`config.mk`:
```
export PLATFORM = sky130hd
export DESIGN_NAME = ps2_scancode_buffer
export DESIGN_NICKNAME = d
export VERILOG_FILES = /design/src/rtl/ps2kb_pkg.sv /design/src/rtl/ps2_scancode_fifo.sv /design/src/rtl/ps2_scancode_buffer.sv
export SDC_FILE = /design/constraint.sdc
export NUM_CORES = 1
export LEC_CHECK = 0
export BUFFER_PORTS_ARGS = -buffer_cell sky130_fd_sc_hd__buf_2
export CORE_MARGIN = 3
export CORE_UTILIZATION = 35
export CTS_BUF_LIST = sky130_fd_sc_hd__clkbuf_4 sky130_fd_sc_hd__clkbuf_8
export DETAILED_ROUTE_END_ITERATION = 8
export PLACE_DENSITY = 0.53
export SKIP_CTS_REPAIR_TIMING = 1
export SLEW_MARGIN = 25
export SYNTH_ARGS = -nofsm -noshare
export SYNTH_HDL_FRONTEND = slang
export SYNTH_SLANG_ARGS = --single-unit
export TNS_END_PERCENT = 30
```
`constraint.sdc`:
```
create_clock -name clock -period 2.4 [get_ports clock]
set_clock_uncertainty 0.05 [all_clocks]
set_input_delay 0.48 -clock clock [delete_from_list [all_inputs] [get_ports clock]]
set_output_delay 0.48 -clock clock [all_outputs]
set_load 0.05 [all_outputs]
```
`src/rtl/ps2kb_pkg.sv`:
```
// Shared definitions for the PS/2 keyboard path: handshake FSM states and fixed byte codes.
package ps2kb_pkg;

   typedef enum logic [1:0] {
      IDLE   = 2'd0,
      ASSERT = 2'd1,
      GAP    = 2'd2
   } kb_state_t;

   localparam logic [7:0] OVERRUN_CODE     = 8'hFF;
   localparam logic [7:0] SCANCODE_CLEARED = 8'h00;

endpackage

```
`src/rtl/ps2_scancode_fifo.sv`:
```
// Synchronous byte FIFO, 2^DEPTH_LOG2 entries, head visible combinationally on dout.
// A push while full is taken only when a pop happens in the same cycle.
module ps2_scancode_fifo
   import ps2kb_pkg::*;
#(
   parameter int DEPTH_LOG2 = 3
) (
   input  logic                  clock,
   input  logic                  reset,
   input  logic                  push,
   input  logic                  pop,
   input  logic [7:0]            din,
   output logic [7:0]            dout,
   output logic [DEPTH_LOG2:0]   count,
   output logic                  full,
   output logic                  empty
);

   localparam int DEPTH = 1 << DEPTH_LOG2;
   localparam logic [DEPTH_LOG2:0] CNT_FULL = (DEPTH_LOG2 + 1)'(DEPTH);

   logic [7:0]            mem [DEPTH];
   logic [DEPTH_LOG2-1:0] wr_ptr;
   logic [DEPTH_LOG2-1:0] rd_ptr;
   logic                  wr_en;
   logic                  rd_en;

   assign full  = (count == CNT_FULL);
   assign empty = (count == '0);
   assign rd_en = pop && !empty;
   assign wr_en = push && (!full || rd_en);
   assign dout  = mem[rd_ptr];

   always_ff @(posedge clock) begin
      if (wr_en)
         mem[wr_ptr] <= din;
   end

   always_ff @(posedge clock) begin
      if (reset) begin
         wr_ptr <= '0;
         rd_ptr <= '0;
         count  <= '0;
      end else begin
         if (wr_en)
            wr_ptr <= wr_ptr + 1'b1;
         if (rd_en)
            rd_ptr <= rd_ptr + 1'b1;
         case ({wr_en, rd_en})
            2'b10:   count <= count + 1'b1;
            2'b01:   count <= count - 1'b1;
            default: count <= count;
         endcase
      end
   end

endmodule

```
`src/rtl/ps2_scancode_buffer.sv`:
```
// Queues set-1 bytes and presents them with XT IRQ/clear handshake and an enforced idle gap.
// Optional PS2_BUFFER_OVERRUN_CODE_EN: after a drop, queue 8'hFF once room frees up.
module ps2_scancode_buffer
   import ps2kb_pkg::*;
#(
   parameter int FIFO_DEPTH_LOG2 = 3,
   parameter int IRQ_GAP_CYCLES  = 16
) (
   input  logic       clock,
   input  logic       reset,
   input  logic [7:0] ps2_data,
   input  logic       ps2_valid,
   input  logic       clear_keycode,
   output logic [7:0] scancode,
   output logic       keybord_irq,
   output logic       buffer_overflow
);

   localparam int DEPTH = 1 << FIFO_DEPTH_LOG2;
   localparam logic [FIFO_DEPTH_LOG2:0] CNT_FULL = (FIFO_DEPTH_LOG2 + 1)'(DEPTH);
   localparam int GAP_W = $clog2(IRQ_GAP_CYCLES + 1);
   localparam logic [GAP_W-1:0] GAP_LOAD = GAP_W'(IRQ_GAP_CYCLES - 1);

   kb_state_t                state;
   logic [GAP_W-1:0]         gap_cnt;
   logic                     load;
   logic                     room;
   logic                     fifo_push;
   logic [7:0]               fifo_din;
   logic [7:0]               head;
   logic [FIFO_DEPTH_LOG2:0] fifo_count;
   logic                     fifo_full;
   logic                     fifo_empty;
   logic                     drop;

   assign load = (state == IDLE) && !fifo_empty && !clear_keycode;
   assign room = (fifo_count < CNT_FULL);

`ifdef PS2_BUFFER_OVERRUN_CODE_EN
   logic overrun_pending;
   logic insert_code;

   // While pending, the next free slot is reserved for the overrun marker.
   assign insert_code = overrun_pending && room;
   assign fifo_push   = overrun_pending ? insert_code : (ps2_valid && (room || load));
   assign fifo_din    = overrun_pending ? OVERRUN_CODE : ps2_data;
   assign drop        = ps2_valid && (overrun_pending || (!room && !load));

   always_ff @(posedge clock) begin
      if (reset)
         overrun_pending <= 1'b0;
      else if (insert_code)
         overrun_pending <= 1'b0;
      else if (drop)
         overrun_pending <= 1'b1;
   end
`else
   assign fifo_push = ps2_valid && (room || load);
   assign fifo_din  = ps2_data;
   assign drop      = ps2_valid && !room && !load;
`endif

   ps2_scancode_fifo #(
      .DEPTH_LOG2 (FIFO_DEPTH_LOG2)
   ) u_fifo (
      .clock (clock),
      .reset (reset),
      .push  (fifo_push),
      .pop   (load),
      .din   (fifo_din),
      .dout  (head),
      .count (fifo_count),
      .full  (fifo_full),
      .empty (fifo_empty)
   );

   always_ff @(posedge clock) begin
      if (!reset)
         assert (fifo_full == (fifo_count == CNT_FULL));
   end

   always_ff @(posedge clock) begin
      if (reset) begin
         state           <= IDLE;
         scancode        <= SCANCODE_CLEARED;
         keybord_irq     <= 1'b0;
         gap_cnt         <= '0;
         buffer_overflow <= 1'b0;
      end else begin
         buffer_overflow <= drop;
         case (state)
            IDLE: begin
               if (load) begin
                  scancode    <= head;
                  keybord_irq <= 1'b1;
                  state       <= ASSERT;
               end
            end
            ASSERT: begin
               if (clear_keycode) begin
                  scancode    <= SCANCODE_CLEARED;
                  keybord_irq <= 1'b0;
                  gap_cnt     <= GAP_LOAD;
                  state       <= GAP;
               end
            end
            GAP: begin
               // Counter parks at zero until the PPI releases its clear line.
               if (gap_cnt != '0)
                  gap_cnt <= gap_cnt - 1'b1;
               else if (!clear_keycode)
                  state <= IDLE;
            end
            default: state <= IDLE;
         endcase
      end
   end

endmodule

```
==> results of run 1 <==
==> worst max-delay path, stage by stage (launching register included) <==
cell and delay (ps):
dfxtp_2 330, or4_4 540, and2_4 170, buf_4 130, ha_1 310, nor3b_1 200, a32o_1 150, mux2_2 320
==> flip-flops by register name, summed over array words and instances, names as in the netlist, 2 cells and up, named ones only <==
| signal | count |
|---|---|
| state | 2 |
| u_fifo.mem | 64 |
| scancode | 8 |
| u_fifo.count | 4 |
| gap_cnt | 5 |
| u_fifo.rd_ptr | 3 |
| u_fifo.wr_ptr | 3 |
==> synthesized netlist by cell type, types with 2 or more instances <==
cell type | number | share of area, %
a21oi_1 | 5 | 0.67
nand3b_1 | 8 | 1.6
nor2b_1 | 3 | 0.50
buf_2 | 2 | 0.27
and2_1 | 2 | 0.33
edfxtp_1 | 64 | 51
nor2_1 | 16 | 1.6
inv_1 | 2 | 0.20
mux2i_1 | 10 | 2.7
nor4_1 | 2 | 0.33
nand2b_1 | 3 | 0.50
nor3_1 | 9 | 1.2
ha_1 | 7 | 2.3
nand2_1 | 6 | 0.60
nand3_1 | 5 | 0.67
clkbuf_1 | 3 | 0.30
a211oi_1 | 2 | 0.40
nor3b_1 | 2 | 0.40
o21ai_0 | 3 | 0.40
buf_6 | 2 | 0.60
buf_1 | 2 | 0.20
dfxtp_1 | 30 | 16
o22ai_1 | 8 | 1.3
mux4_2 | 16 | 9.6
xor2_1 | 8 | 1.9
a311oi_1 | 2 | 0.47
==> routing by layer <==
metal  up-vias  share of wire [%]  track usage, %
li1        991                  -               -
met3         9                3.0            3.23
met2        29                 48            20.2
met5         -                  0               0
met1      1021                 48            16.6
met4         0                1.5            4.36
==> cell families (layout without fill, tap and decap cells) <==
kind of cell | count (synthesis) | in the layout | share of synthesized area, %
xor gates and xnor gates | 9 | 9 | 2.10
DFF | 94 | 94 | 67.3
adders and majority gates | 7 | 7 | 2.34
AOI/OAI and AO/OA | 24 | 24 | 4.31
and+or+nand+nor | 62 | 62 | 9.21
muxes | 27 | 27 | 12.6
buffers and inverters | 13 | 59 | 2.17
==> where the power goes <==
part / switching, µW / internal, µW / total, µW / leakage, µW
clock: 539 / 483 / 1020 / 0.0000972
sequential: 112 / 1900 / 2010 / 0.000827
combinational: 671 / 566 / 1240 / 0.000546
==> area by class of cell <==
type | count | area share, %
sequential | 94 | 58.3
multi-input combinational | 129 | 27.2
timing repair buffer | 41 | 5.88
tap | 136 | 3.92
clock buffer | 9 | 2.86
clock inverter | 7 | 1.67
inverter | 2 | 0.173
==> worst max path at each step <==
stage,start,end,slack [ps]
detailed placement,clear_keycode,u_fifo.count[2],-30
finish,u_fifo.count[0],u_fifo.count[3],90
floorplan,u_fifo.count[0],u_fifo.count[2],-60
global route,u_fifo.count[0],u_fifo.count[2],-1
global placement,clear_keycode,u_fifo.count[2],90
CTS,u_fifo.count[1],u_fifo.count[2],70
==> per-stage QoR <==
| step | hold slack (ps) | util, % | cell area [µm²] | power (µW) |
|---|---|---|---|---|
| finish | 314 | 41.8 | 4340 | 4270 |
| global route | 303 | 41.8 | 4340 | 4520 |
| CTS | 290 | 41.5 | 4310 | 4300 |
| detailed placement | 441 | 39.6 | 4110 | 3260 |
| global placement | 426 | 39.6 | 4110 | 3250 |
| floorplan | 410 | - | 3770 | 3000 |
==> impl_results.md, run 1 <==
* Die area at 12,000 µm²
* Yosys warning total at 0
* DP HPWL at 4460 µm
* Port Buf Inserts at 21
* CTS tree: built
* Max-slew violation count at 0
* Lkg Pwr at 0.00147 µW
* Worst hold path type: in2reg
* Fin nets at 296
* Critical path peak fanout at 3
* Crit end category: flip-flop
* Tcrit/Tclk final at 96.3%
* Clock latency on the worst-skew pair at 350 ps
* GR Overflow Total at 0
* Slew headroom at 61.4%
* Number of top-level pins at 22
* Largest net degree at the start of global routing at 24
* Max Clock Freq at 433 MHz
* Worst-Margin Slew at 578 ps
* Die Ht at 109 µm
* Root Driver: clkbuf_8
* FF-to-FF path depth at 7
* Multi-input logic area at 1180 µm²
* Min-delay src: clear_keycode
* Final Critical Period at 2310 ps
* Top_reg_cell synth: edfxtp_1
* CTS Sinks at 94
* Setup TNS at 0 ps
* Std-Cell Rows at 37
* # DRC at 0
* Post-Syn Area per Cell at 15.9 µm²
* Worst Hold Depth at 2
* Final wirelength at 6900 µm
* FF-to-FF setup slack at 90 ps
* Final Hold Fails at 0
* Drt wl/cell at 16.5 µm
* Initial Utilization at 36.1%
* Worst r2r src: u_fifo.count[0]
* Commonest cells after routing, fill and taps aside: edfxtp_1, dfxtp_1, buf_2
* H-tree lvl count at 3
* Setup CP Type: reg2reg
* Mapped Cells at 236
* Post-synth cell types at 40
* Endpoints failing setup at 0
* PD cells at 985 nW/µm²
* Count of flip-flops with a built-in enable after synthesis at 64
* Die width at 109 µm
* WP data required at 2590 ps
* Net count after synthesis at 255
* Clk slew on worst S/H paths at 90 ps
* Share of post-route cells with drive strength above 1 at 30.9%
* Commonest non-fill, non-tap cell in the layout: edfxtp_1
* Synthesized flop and latch total at 94
* Core footprint at 10,400 µm²
* R2r endpoint: u_fifo.count[3]
* Seq/Total Area, Yosys at 67.3%
* Detailed Routing Iterations Pass 1 at 4
* Asr flop ratio synth at 0%
* VDD IR max at 0.000377 V
* Placer Congestion at 0.755
* Non-Filler Instances at 418
* CTS Buf Count at 9
* Overall global routing resource usage at 12.6%
* P&R area growth vs syn at 15.7%
* Worst Slack Setup Final at 87.9 ps
* Pre-CTS setup slack at -30.1 ps
* # fillers at 977
* Via count at 2,050
* DR vias/cell at 4.90
* Diode count at 0
* Initial detailed-routing violation count at 103
* Mapped cell area at 3750 µm²
* Hold Crit Endpoint: state[0]
* Status: finished, final reports clean
* Startpoint types: flip-flop
* Max cap viols at 0
* Deepest clock path buffer count at 2
* First-pass GRT wire length at 11,000 µm
* Post-route antenna net violation count at 0
* WP data arrival at 2500 ps
* Number of global-route vias before repair at 2,062
* FF+latch area at 2530 µm²
* Post-placement cell count at 400
* Initial antenna violation count at 0
Power figures use the tool's default switching activity.
==> run 2: changes to the inputs <==
- CORE_UTILIZATION: 35 -> 45
- PLACE_DENSITY: 0.53 -> 0.64
==> impl_results.md, run 2 (same netlist as run 1, synthesis figures left out) <==
* Detailed Routing Iterations Pass 1 at 4
* PD cells at 1000 nW/µm²
* WP data required at 2650 ps
* Post-route antenna net violation count at 0
* Worst-Margin Slew at 553 ps
* Worst hold path type: in2reg
* Startpoint types: flip-flop
* Endpoints failing setup at 0
* Deepest clock path buffer count at 2
* Final Hold Fails at 0
* Min-delay src: clear_keycode
* Initial detailed-routing violation count at 126
* Fin nets at 293
* Final core utilization at 54.1%
* Commonest non-fill, non-tap cell in the layout: edfxtp_1
* Critical Path Slowest Stage Cell: or4_4
* CTS Buf Count at 9
* Number of global-route vias before repair at 1,989
* Largest regs: u_fifo.mem: 64 flops, scancode: 8 flops, gap_cnt: 5 flops
* Crit-path cells: or4_4 -> and2_4 -> ha_4 -> xor2_1 -> ha_1 -> a21oi_2 -> xor2_1 -> or3_1 -> a21oi_1
* DR vias/cell at 5.33
* Final wirelength at 6550 µm
* Initial Utilization at 47.5%
* Pre-CTS setup slack at 25.2 ps
* Worst Slack Setup Final at 122 ps
* Placer Congestion at 0.747
* CP bufs+invs at 0
* Max cap viols at 0
* R2r endpoint: u_fifo.count[2]
* Lkg Pwr at 0.00147 µW
* Number of top-level pins at 22
* Critical path peak fanout at 5
* Largest stage delay on the critical path at 530 ps
* Worst r2r src: u_fifo.count[1]
* Port Buf Inserts at 21
* Status: finished, final reports clean
* Setup CP Type: reg2reg
* WP data arrival at 2520 ps
* Std-Cell Rows at 32
* Crit end category: flip-flop
* Tcrit/Tclk final at 94.9%
* Die area at 9460 µm²
* Die width at 97.3 µm
* Via count at 2,030
* CTS Sinks at 94
* Die Ht at 97.3 µm
* Top reg by flops: u_fifo.mem
* Root Driver: clkbuf_8
* Final total power at 4290 µW
* # DRC at 0
* Max-slew violation count at 0
* VDD IR max at 0.000376 V
* Stages on worst setup path at 9
* Final Critical Period at 2280 ps
* FF-to-FF setup slack at 120 ps
* Overall global routing resource usage at 14.9%
* H-tree lvl count at 3
* Largest net degree at the start of global routing at 31
* FF-to-FF path depth at 9
* Non-Filler Instances at 381
* GR Overflow Total at 0
* Diode count at 0
* First-pass GRT wire length at 10,800 µm
* Clock latency on the worst-skew pair at 360 ps
* Crit path top cell by count: xor2_1
* Largest register FFs at 64
* Drt wl/cell at 17.2 µm
* Max Clock Freq at 439 MHz
* Slew headroom at 63.1%
* Setup TNS at 0 ps
* Critical path's top delay family: simple AND/OR/NAND/NOR gates
* Post-placement cell count at 364
* Share of post-route cells with drive strength above 1 at 29.0%
* Core footprint at 7890 µm²
* Commonest cells after routing, fill and taps aside: edfxtp_1, dfxtp_1, buf_2
* Worst Hold Depth at 2
* Hold Crit Endpoint: state[0]
* CTS tree: built
* Clk slew on worst S/H paths at 90 ps
* Initial antenna violation count at 0
* DP HPWL at 4320 µm
* P&R area growth vs syn at 13.9%
[run 2: how the worst max path moves through the flow]
stage	from	to	slack, ps
after floorplan	u_fifo.count[0]	u_fifo.count[2]	-60
after global placement	clear_keycode	u_fifo.count[2]	90
after detailed placement	clear_keycode	u_fifo.count[2]	30
after CTS	u_fifo.count[1]	u_fifo.count[2]	60
after global routing	u_fifo.count[1]	u_fifo.count[2]	-2
final	u_fifo.count[1]	u_fifo.count[2]	120
[run 2: area by class of cell]
| class | instances | area [µm²] |
|---|---|---|
| clock buffers | 10 | 131 |
| repair buffers | 38 | 233 |
| inverters | 2 | 7.51 |
| well taps | 102 | 128 |
| clock inverters | 6 | 76.3 |
| fillers | 659 | 3620 |
| flip-flops and latches | 94 | 2530 |
| multi-input cells | 129 | 1170 |
[run 2: worst register-to-register path: stages (launching register included)]
cell	delay [ps]
dfxtp_4	360
or4_4	530
and2_4	180
ha_4	180
xor2_1	140
ha_1	180
a21oi_2	110
xor2_1	80
or3_1	300
a21oi_1	110
[run 2: power by group]
part	total, µW	internal [µW]	switching, µW
logic	1200	544	660
registers	2000	1900	105
clock network	1080	514	563
total	4290	2960	1330
[run 2: routing by layer]
layer | share of wire (%) | global-route usage [%] | vias to the layer above
met1 | 46 | 19.3 | 999
met3 | 3.7 | 4.02 | 8
li1 | - | - | 990
met2 | 49 | 24.0 | 33
met4 | 1.2 | 5.96 | 0
met5 | 0 | 0 | -
[run 2: through the flow]
stage	hold slack [ps]	instance area, µm²
final	293	4270
after global routing	294	4270
after CTS	269	4260
after detailed placement	442	4050
after global placement	429	4050
after floorplan	410	3770
==> run 3: changes to the inputs <==
- PLACE_DENSITY: 0.64 -> not set
- PLACE_DENSITY_LB_ADDON: not set -> 0.12
==> impl_results.md, run 3 (same netlist as run 1, synthesis figures left out) <==
* Crit end category: flip-flop
* CP bufs+invs at 0
* Die Ht at 97.3 µm
* Die width at 97.3 µm
* Crit-path cells: or4_4 -> and2_4 -> ha_4 -> xor2_1 -> ha_1 -> a21oi_2 -> xor2_1 -> or3_1 -> a21oi_1
* Endpoints failing setup at 0
* Top reg by flops: u_fifo.mem
* Number of top-level pins at 22
* DP HPWL at 4190 µm
* Drt wl/cell at 17.3 µm
* Worst Slack Setup Final at 116 ps
* Largest register FFs at 64
* Detailed Routing Iterations Pass 1 at 4
* Status: finished, final reports clean
* Via count at 2,037
* Max-slew violation count at 0
* Startpoint types: flip-flop
* H-tree lvl count at 3
* Clk slew on worst S/H paths at 80 ps
* Fin nets at 293
* Slew headroom at 60.7%
* Final wirelength at 6600 µm
* CTS tree: built
* Initial Utilization at 47.5%
* WP data required at 2640 ps
* # DRC at 0
* Largest stage delay on the critical path at 520 ps
* Final Hold Fails at 0
* Post-route antenna net violation count at 0
* Worst hold path type: in2reg
* Port Buf Inserts at 21
* Commonest non-fill, non-tap cell in the layout: edfxtp_1
* Critical Path Slowest Stage Cell: or4_4
* Initial detailed-routing violation count at 105
* GR Overflow Total at 0
* Largest regs: u_fifo.mem: 64 flops, scancode: 8 flops, gap_cnt: 5 flops
* Crit path top cell by count: xor2_1
* Root Driver: clkbuf_8
* Diode count at 0
* Largest net degree at the start of global routing at 22
* Clock latency on the worst-skew pair at 350 ps
* Max cap viols at 0
* WP data arrival at 2520 ps
* Core footprint at 7890 µm²
* Pre-CTS setup slack at -26.6 ps
* Number of global-route vias before repair at 2,045
* Max Clock Freq at 438 MHz
* Unrepaired setup endpoints after global routing: true
* Worst-Margin Slew at 589 ps
* Deepest clock path buffer count at 2
* Placer Congestion at 0.698
* Overall global routing resource usage at 15.0%
* Std-Cell Rows at 32
* VDD IR max at 0.000424 V
* Lkg Pwr at 0.00146 µW
* First-pass GRT wire length at 10,800 µm
* P&R area growth vs syn at 13.5%
* Commonest cells after routing, fill and taps aside: edfxtp_1, dfxtp_1, buf_2
* Final Critical Period at 2280 ps
* CTS Buf Count at 9
* Critical path peak fanout at 5
* CTS Sinks at 94
* Setup CP Type: reg2reg
* Share of post-route cells with drive strength above 1 at 29.0%
* DR vias/cell at 5.35
* Die area at 9460 µm²
* PD cells at 991 nW/µm²
* Tcrit/Tclk final at 95.2%
* Initial antenna violation count at 0
* Critical path's top delay family: simple AND/OR/NAND/NOR gates
* Final total power at 4220 µW
## run 3: cell types whose count changed in the layout (fill, tap and decap cells not counted), sizes merged
| cell | previous run | this run |
|---|---|---|
| clkbuf | 10 | 12 |
| inv | 6 | 2 |
| clkinvlp | 0 | 1 |
| clkinv | 1 | 2 |
## run 3: cell type report
class / instances / area, µm²
fill: 642 / 3630
sequential: 94 / 2530
multi-input combinational: 129 / 1170
timing repair buffer: 38 / 233
clock buffer: 12 / 146
tap: 102 / 128
clock inverter: 4 / 47.5
inverter: 2 / 7.51
## run 3: metal layers
| metal | global-route usage (%) | routed length [µm] | vias up | part of all wire (%) |
|---|---|---|---|---|
| li1 | - | - | 982 | - |
| met1 | 19.5 | 3040 | 1015 | 46 |
| met2 | 24.1 | 3200 | 31 | 48 |
| met3 | 5.38 | 266 | 9 | 4.0 |
| met4 | 3.83 | 89 | 0 | 1.3 |
| met5 | 0 | 0 | - | 0 |
## run 3: path summary, 6_finish.rpt
| kind | start | endpoint | slack (ps) | cells past startpoint |
|---|---|---|---|---|
| setup / recovery | u_fifo.count[1] | u_fifo.count[2] | 120 | 9 |
| hold reg to reg | gap_cnt[0] | gap_cnt[0] | 450 | 1 |
| setup reg to reg | u_fifo.count[1] | u_fifo.count[2] | 120 | 9 |
| hold / removal | clear_keycode | state[0] | 320 | 2 |
## run 3: power breakdown
group          leakage, µW  internal, µW  switching (µW)
clock network     0.000101           514             496
registers         0.000826          1900             112
logic             0.000533           540             655
## run 3: worst reg2reg max path, stage by stage, from the launching register on
cell and delay [ps]:
dfxtp_4 370, or4_4 520, and2_4 180, ha_4 180
xor2_1 140, ha_1 190, a21oi_2 110, xor2_1 80
or3_1 300, a21oi_1 120
## run 3: stage by stage
stage                     setup TNS (ps)  cell area [µm²]  std cells  hold slack [ps]  util (%)
final                                  0             4260        381              316      53.9
after global routing               -25.6             4260        381              311      53.9
after CTS                              0             4250        380              297      53.8
after detailed placement           -26.6             4050        364              438      51.4
after global placement                 0             4050        364              435      51.4
after floorplan                     -113             3770        236              410         -
